<file path="src/rtl/one_hot_decode_stage.sv">
// rtl/one_hot_decode_stage.sv - registered one-hot to binary decode stage with saturating error count
module one_hot_decode_stage #(
  parameter int BIN_W     = 4,
  parameter int ONE_HOT_W = 16,
  parameter int CNT_W     = 8
) (
  input  logic                 clk,
  input  logic                 rst_n,
  input  logic                 in_valid,
  output logic                 in_ready,
  input  logic [ONE_HOT_W-1:0] in_one_hot,
  output logic                 out_valid,
  input  logic                 out_ready,
  output logic [BIN_W-1:0]     out_bin,
  output logic                 out_err,
  input  logic                 err_clr,
  output logic [CNT_W-1:0]     err_cnt
);

  typedef enum logic {
    EMPTY = 1'b0,
    FULL  = 1'b1
  } state_t;

  localparam logic [CNT_W-1:0] CNT_MAX = '1;

  state_t                 state_q, state_d;
  logic [BIN_W-1:0]       bin_q, bin_d;
  logic                   err_q, err_d;
  logic [CNT_W-1:0]       cnt_q, cnt_d;
  logic [BIN_W-1:0]       dec_bin;
  logic                   dec_err;
  logic                   accept;
  logic                   xfer;

  assign out_valid = (state_q == FULL);
  assign out_bin   = bin_q;
  assign out_err   = err_q;
  assign err_cnt   = cnt_q;

  // Ready whenever the register is empty or is being drained this cycle.
  assign in_ready = !out_valid || out_ready;
  assign accept   = in_valid && in_ready;
  assign xfer     = out_valid && out_ready;

  // Decode: index of the lowest set bit; illegal if zero or more than one bit set.
  always_comb begin
    dec_bin = '0;
    for (int i = ONE_HOT_W - 1; i >= 0; i--) begin
      if (in_one_hot[i]) begin
        dec_bin = BIN_W'(i);
      end
    end
    dec_err = (in_one_hot == '0) ||
              ((in_one_hot & (in_one_hot - ONE_HOT_W'(1))) != '0);
  end

  // Control state and output register next values.
  always_comb begin
    state_d = state_q;
    bin_d   = bin_q;
    err_d   = err_q;
    case (state_q)
      EMPTY: begin
        if (accept) begin
          state_d = FULL;
        end
      end
      FULL: begin
        if (xfer && !accept) begin
          state_d = EMPTY;
        end
      end
      default: state_d = EMPTY;
    endcase
    if (accept) begin
      bin_d = dec_bin;
      err_d = dec_err;
    end
  end

  // Error counter: clear first, then count an illegal accept, saturating.
  always_comb begin
    cnt_d = cnt_q;
    if (err_clr) begin
      cnt_d = '0;
    end
    if (accept && dec_err && (cnt_d != CNT_MAX)) begin
      cnt_d = cnt_d + CNT_W'(1);
    end
  end

  // State registers with asynchronous reset that discards any held result.
  always_ff @(posedge clk or negedge rst_n) begin
    if (!rst_n) begin
      state_q <= EMPTY;
      bin_q   <= '0;
      err_q   <= 1'b0;
      cnt_q   <= '0;
    end else begin
      state_q <= state_d;
      bin_q   <= bin_d;
      err_q   <= err_d;
      cnt_q   <= cnt_d;
    end
  end

endmodule

</file>
<file path="config.mk">
export PLATFORM = sky130hd
export DESIGN_NAME = one_hot_decode_stage
export DESIGN_NICKNAME = d
export VERILOG_FILES = /design/src/rtl/one_hot_decode_stage.sv
export SDC_FILE = /design/constraint.sdc
export NUM_CORES = 1
export LEC_CHECK = 0
export CAP_MARGIN = 25
export CORE_MARGIN = 1
export CORE_UTILIZATION = 35
export DETAILED_ROUTE_END_ITERATION = 6
export GPL_TIMING_DRIVEN = 1
export RECOVER_POWER = 100
export SYNTH_ARGS = -nofsm -noshare
export SYNTH_HDL_FRONTEND = slang
export SYNTH_SLANG_ARGS = --single-unit
export TNS_END_PERCENT = 50
</file>
<file path="constraint.sdc">
create_clock -name clk -period 3.9 [get_ports clk]
set_input_delay 0.39 -clock clk [delete_from_list [all_inputs] [get_ports clk]]
set_output_delay 0.39 -clock clk [all_outputs]
set_load 0.1 [all_outputs]
</file>
==> out/qor.csv <==
stage,metric,value,unit
timing,endpoints failing setup,0,
run_status,outcome,completed,
worst_setup_path,WP data arrival,2.92,ns
grt,antenna violations before repair,0,
worst_setup_path,CP max FO,8,
synth,cell area after synthesis,1140,µm²
worst_setup_path,Worst Path Required,4.06,ns
clocking,Clock Latency Late Sink,0.27,ns
worst_setup_path,Setup crit start kind,input port,
timing,Least-Margin Pin Slew,0.986,ns
worst_setup_path,worst reg-to-reg setup slack,2.00,ns
cells_and_area,area grow syn2layout,34.0,%
worst_setup_path,CP Capture Type,flop,
power_and_ir_drop,Final Power,379,µW
clocking,Sink Count,14,
detailed_routing,1st-pass router iterations,4,
grt,pin count of the biggest net entering global routing,15,
synth,total number of yosys warnings,0,
die,die height,59.1,µm
synth,ys flop type,dfrtp_1,
die,Initial Utilization,37.0,%
worst_setup_path,R2R cell count,7,
clocking,CTS Buffer Depth,2,
placed_design,DP HPWL,2350,µm
clocking,Post-CTS Resized,0,
clocking,Clock Pin Slew Worst Setup and Hold Paths,0.08,ns
timing,RSZ-0062 raised after global routing,no,
min_path,hold crit path type,reg -> reg,
clocking,TritonCTS buffer count,3,
cells_and_area,share of cells above drive strength 1,6.02,%
min_path,Hold Path End,out_bin[3]$_DFFE_PN0P_,
die,die footprint,3490,µm²
worst_setup_path,launch point of the worst reg-to-reg path,err_cnt[0]$_DFF_PN0_,
synth,syn nets,151,
cells_and_area,post-route cell area,1530,µm²
synth,synth top area cells,"dfrtp_1, nand2_1, mux2_4",
timing,TNS Setup,0,ns
detailed_routing,Iter 0 DRT Violations,39,
min_path,hold depth,2,
detailed_routing,Avg WL per Cell,14.1,µm
timing,fin crit period,2.76,ns
grt,Congestion Overflow GR,0,
timing,fin crit share,70.7,%
run,max cap viols,0,
timing,Final Hold Fails,0,
min_path,min-delay src,out_bin[3]$_DFFE_PN0P_,
timing,Post-Route Skew,0.00285,ns
clocking,root buf cell,clkbuf_4,
clocking,CTS H-tree depth,1,
synth,register area share after synthesis,30.7,%
timing,Final WS setup,1.14,ns
cells_and_area,Nets,190,
cells_and_area,Layout Utilization,49.6,%
synth,Mapped Cells,129,
detailed_routing,Via-to-Cell Ratio,5.41,
cells_and_area,Antenna Cells,0,
timing,pins over their slew limit,0,
synth,Synth Register Bits,14,
placed_design,IO buf count,35,
grt,global-route wire length before repair,5000,µm
timing,fmax,363,MHz
grt,GRT Util Overall,19.2,%
die,I/O pin count,36,
synth,Mean Syn Cell Area,8.84,µm²
synth,"EDFF count, synth",0,
placed_design,Post-DP Area,1540,µm²
synth,Yosys top cell area share,30.7,%
synth,Post-synth top cells,"dfrtp_1, nand2_1, nor2_1, a21oi_1",
power_and_ir_drop,pwr/cell area,248,nW/µm²
detailed_routing,DRC Markers,0,
placed_design,gp weighted congestion,0.853,
worst_setup_path,R2R Path End,err_cnt[1]$_DFF_PN0_,
detailed_routing,total number of vias,1137,
clocking,"Hold-fix buffers, CTS",0,
clocking,"Setup Fix Bufs, Post-CTS",0,
synth,cell accounting for the most synthesized area,dfrtp_1,
synth,Unique masters post-synth,48,
placed_design,pre-CTS WS,1.11,ns
clocking,CTS tree,done,
power_and_ir_drop,Leakage,0.000659,µW
timing,Rel. slew slack,34.1,%
die,Die W,59.1,µm
synth,most frequent cell after synthesis,dfrtp_1,
detailed_routing,post-route ant nets,0,
die,total core area,3080,µm²
synth,async set or reset register ratio after synthesis,100,%
power_and_ir_drop,worst vdd rail ir drop,0.107,mV
detailed_routing,routed wire length,2960,µm
grt,vias in the first global route,1105,
die,FP Rows,20,
worst_setup_path,WS Path Type,in -> reg,
## critical path, stage by stage
cell	delay, ns
dlygate4sd3_1	0.67
or4_1	0.58
nor2_1	0.23
o31a_1	0.21
o2111a_1	0.38
a21oi_1	0.17
mux2_2	0.29
## cells in the final DEF (no fill, tap or decap), types with 2 or more instances in the layout
cell / Yosys / layout
clkdlybuf4s50_1: 0 / 16
dfrtp_1: 14 / 14
o21ai_0: 3 / 3
o2111ai_1: 2 / 2
nor2_1: 11 / 12
nand3_1: 4 / 4
a21oi_1: 8 / 11
nand2b_1: 2 / 2
nor3_1: 5 / 5
o31ai_1: 2 / 2
a211oi_1: 2 / 2
nor4_1: 2 / 2
a31oi_1: 4 / 4
nand2_1: 13 / 13
a2111o_1: 2 / 2
nand4_1: 3 / 3
dlygate4sd3_1: 0 / 19
mux2_4: 3 / 2
clkbuf_4: 0 / 3
and3_1: 3 / 3
nor2b_1: 5 / 5
or3_4: 2 / 2
or4_1: 3 / 4
and2_1: 3 / 2
inv_1: 4 / 4
o211a_1: 2 / 2
## stage by stage
| step | hold WS, ns | std cells |
|---|---|---|
| after floorplan | 0.0944 | 129 |
| after global placement | 0.453 | 207 |
| after detailed placement | 0.473 | 207 |
| after CTS | 0.500 | 210 |
| after global routing | 0.514 | 210 |
| final | 0.486 | 210 |
## final cells by class
type | instances | area (µm²)
fill | 313 | 1550
tap | 44 | 55.1
clock buffer | 3 | 22.5
timing repair buffer | 35 | 350
inverter | 4 | 15.0
sequential | 14 | 350
multi-input combinational | 110 | 734
## layer usage
| metal | share of wire [%] | wire length (µm) | GRT usage, % | vias to the layer above |
|---|---|---|---|---|
| met5 | 0 | 0 | 0 | - |
| met4 | 1.3 | 37 | 8.84 | 0 |
| met3 | 2.4 | 71 | 2.84 | 4 |
| met2 | 48 | 1420 | 31.2 | 25 |
| met1 | 48 | 1430 | 25.0 | 530 |
| li1 | - | - | - | 578 |
## power by group
group          switching (µW)  internal [µW]  leakage (µW)  total (µW)
clock                    44.2           35.7     0.0000138        79.9
combinational             100           43.1      0.000464         143
sequential               4.28            152      0.000181         156
total                     149            231      0.000659         379
## kinds of logic (layout without fill, tap and decap cells)
| family | Yosys count | after routing | synth area share (%) |
|---|---|---|---|
| simple gates | 62 | 62 | 29.9 |
| flops | 14 | 14 | 30.7 |
| fa+ha+maj | 2 | 2 | 1.98 |
| xor+xnor | 2 | 2 | 1.54 |
| compound gates | 40 | 40 | 29.4 |
| buf+inv | 5 | 42 | 1.65 |
| mux | 4 | 4 | 4.83 |
## flip-flops by register name (all words and copies together) (netlist names)
name       cells
err_cnt        8
out_bin        4
out_err        1
out_valid      1
## how the worst max path moves through the flow
stage | startpoint | endpoint | slack, ns | cells past startpoint
floorplan | out_valid$_DFF_PN0_ | err_cnt[2]$_DFF_PN0_ | 0.93 | 6
global placement | in_one_hot[6] | err_cnt[1]$_DFF_PN0_ | 1.13 | 7
detailed placement | in_one_hot[6] | err_cnt[1]$_DFF_PN0_ | 1.11 | 7
CTS | out_ready | in_ready | 1.36 | 3
global route | in_one_hot[6] | err_cnt[1]$_DFF_PN0_ | 1.14 | 7
finish | in_one_hot[6] | err_cnt[1]$_DFF_PN0_ | 1.14 | 7
(Power assumes the default switching activity.)
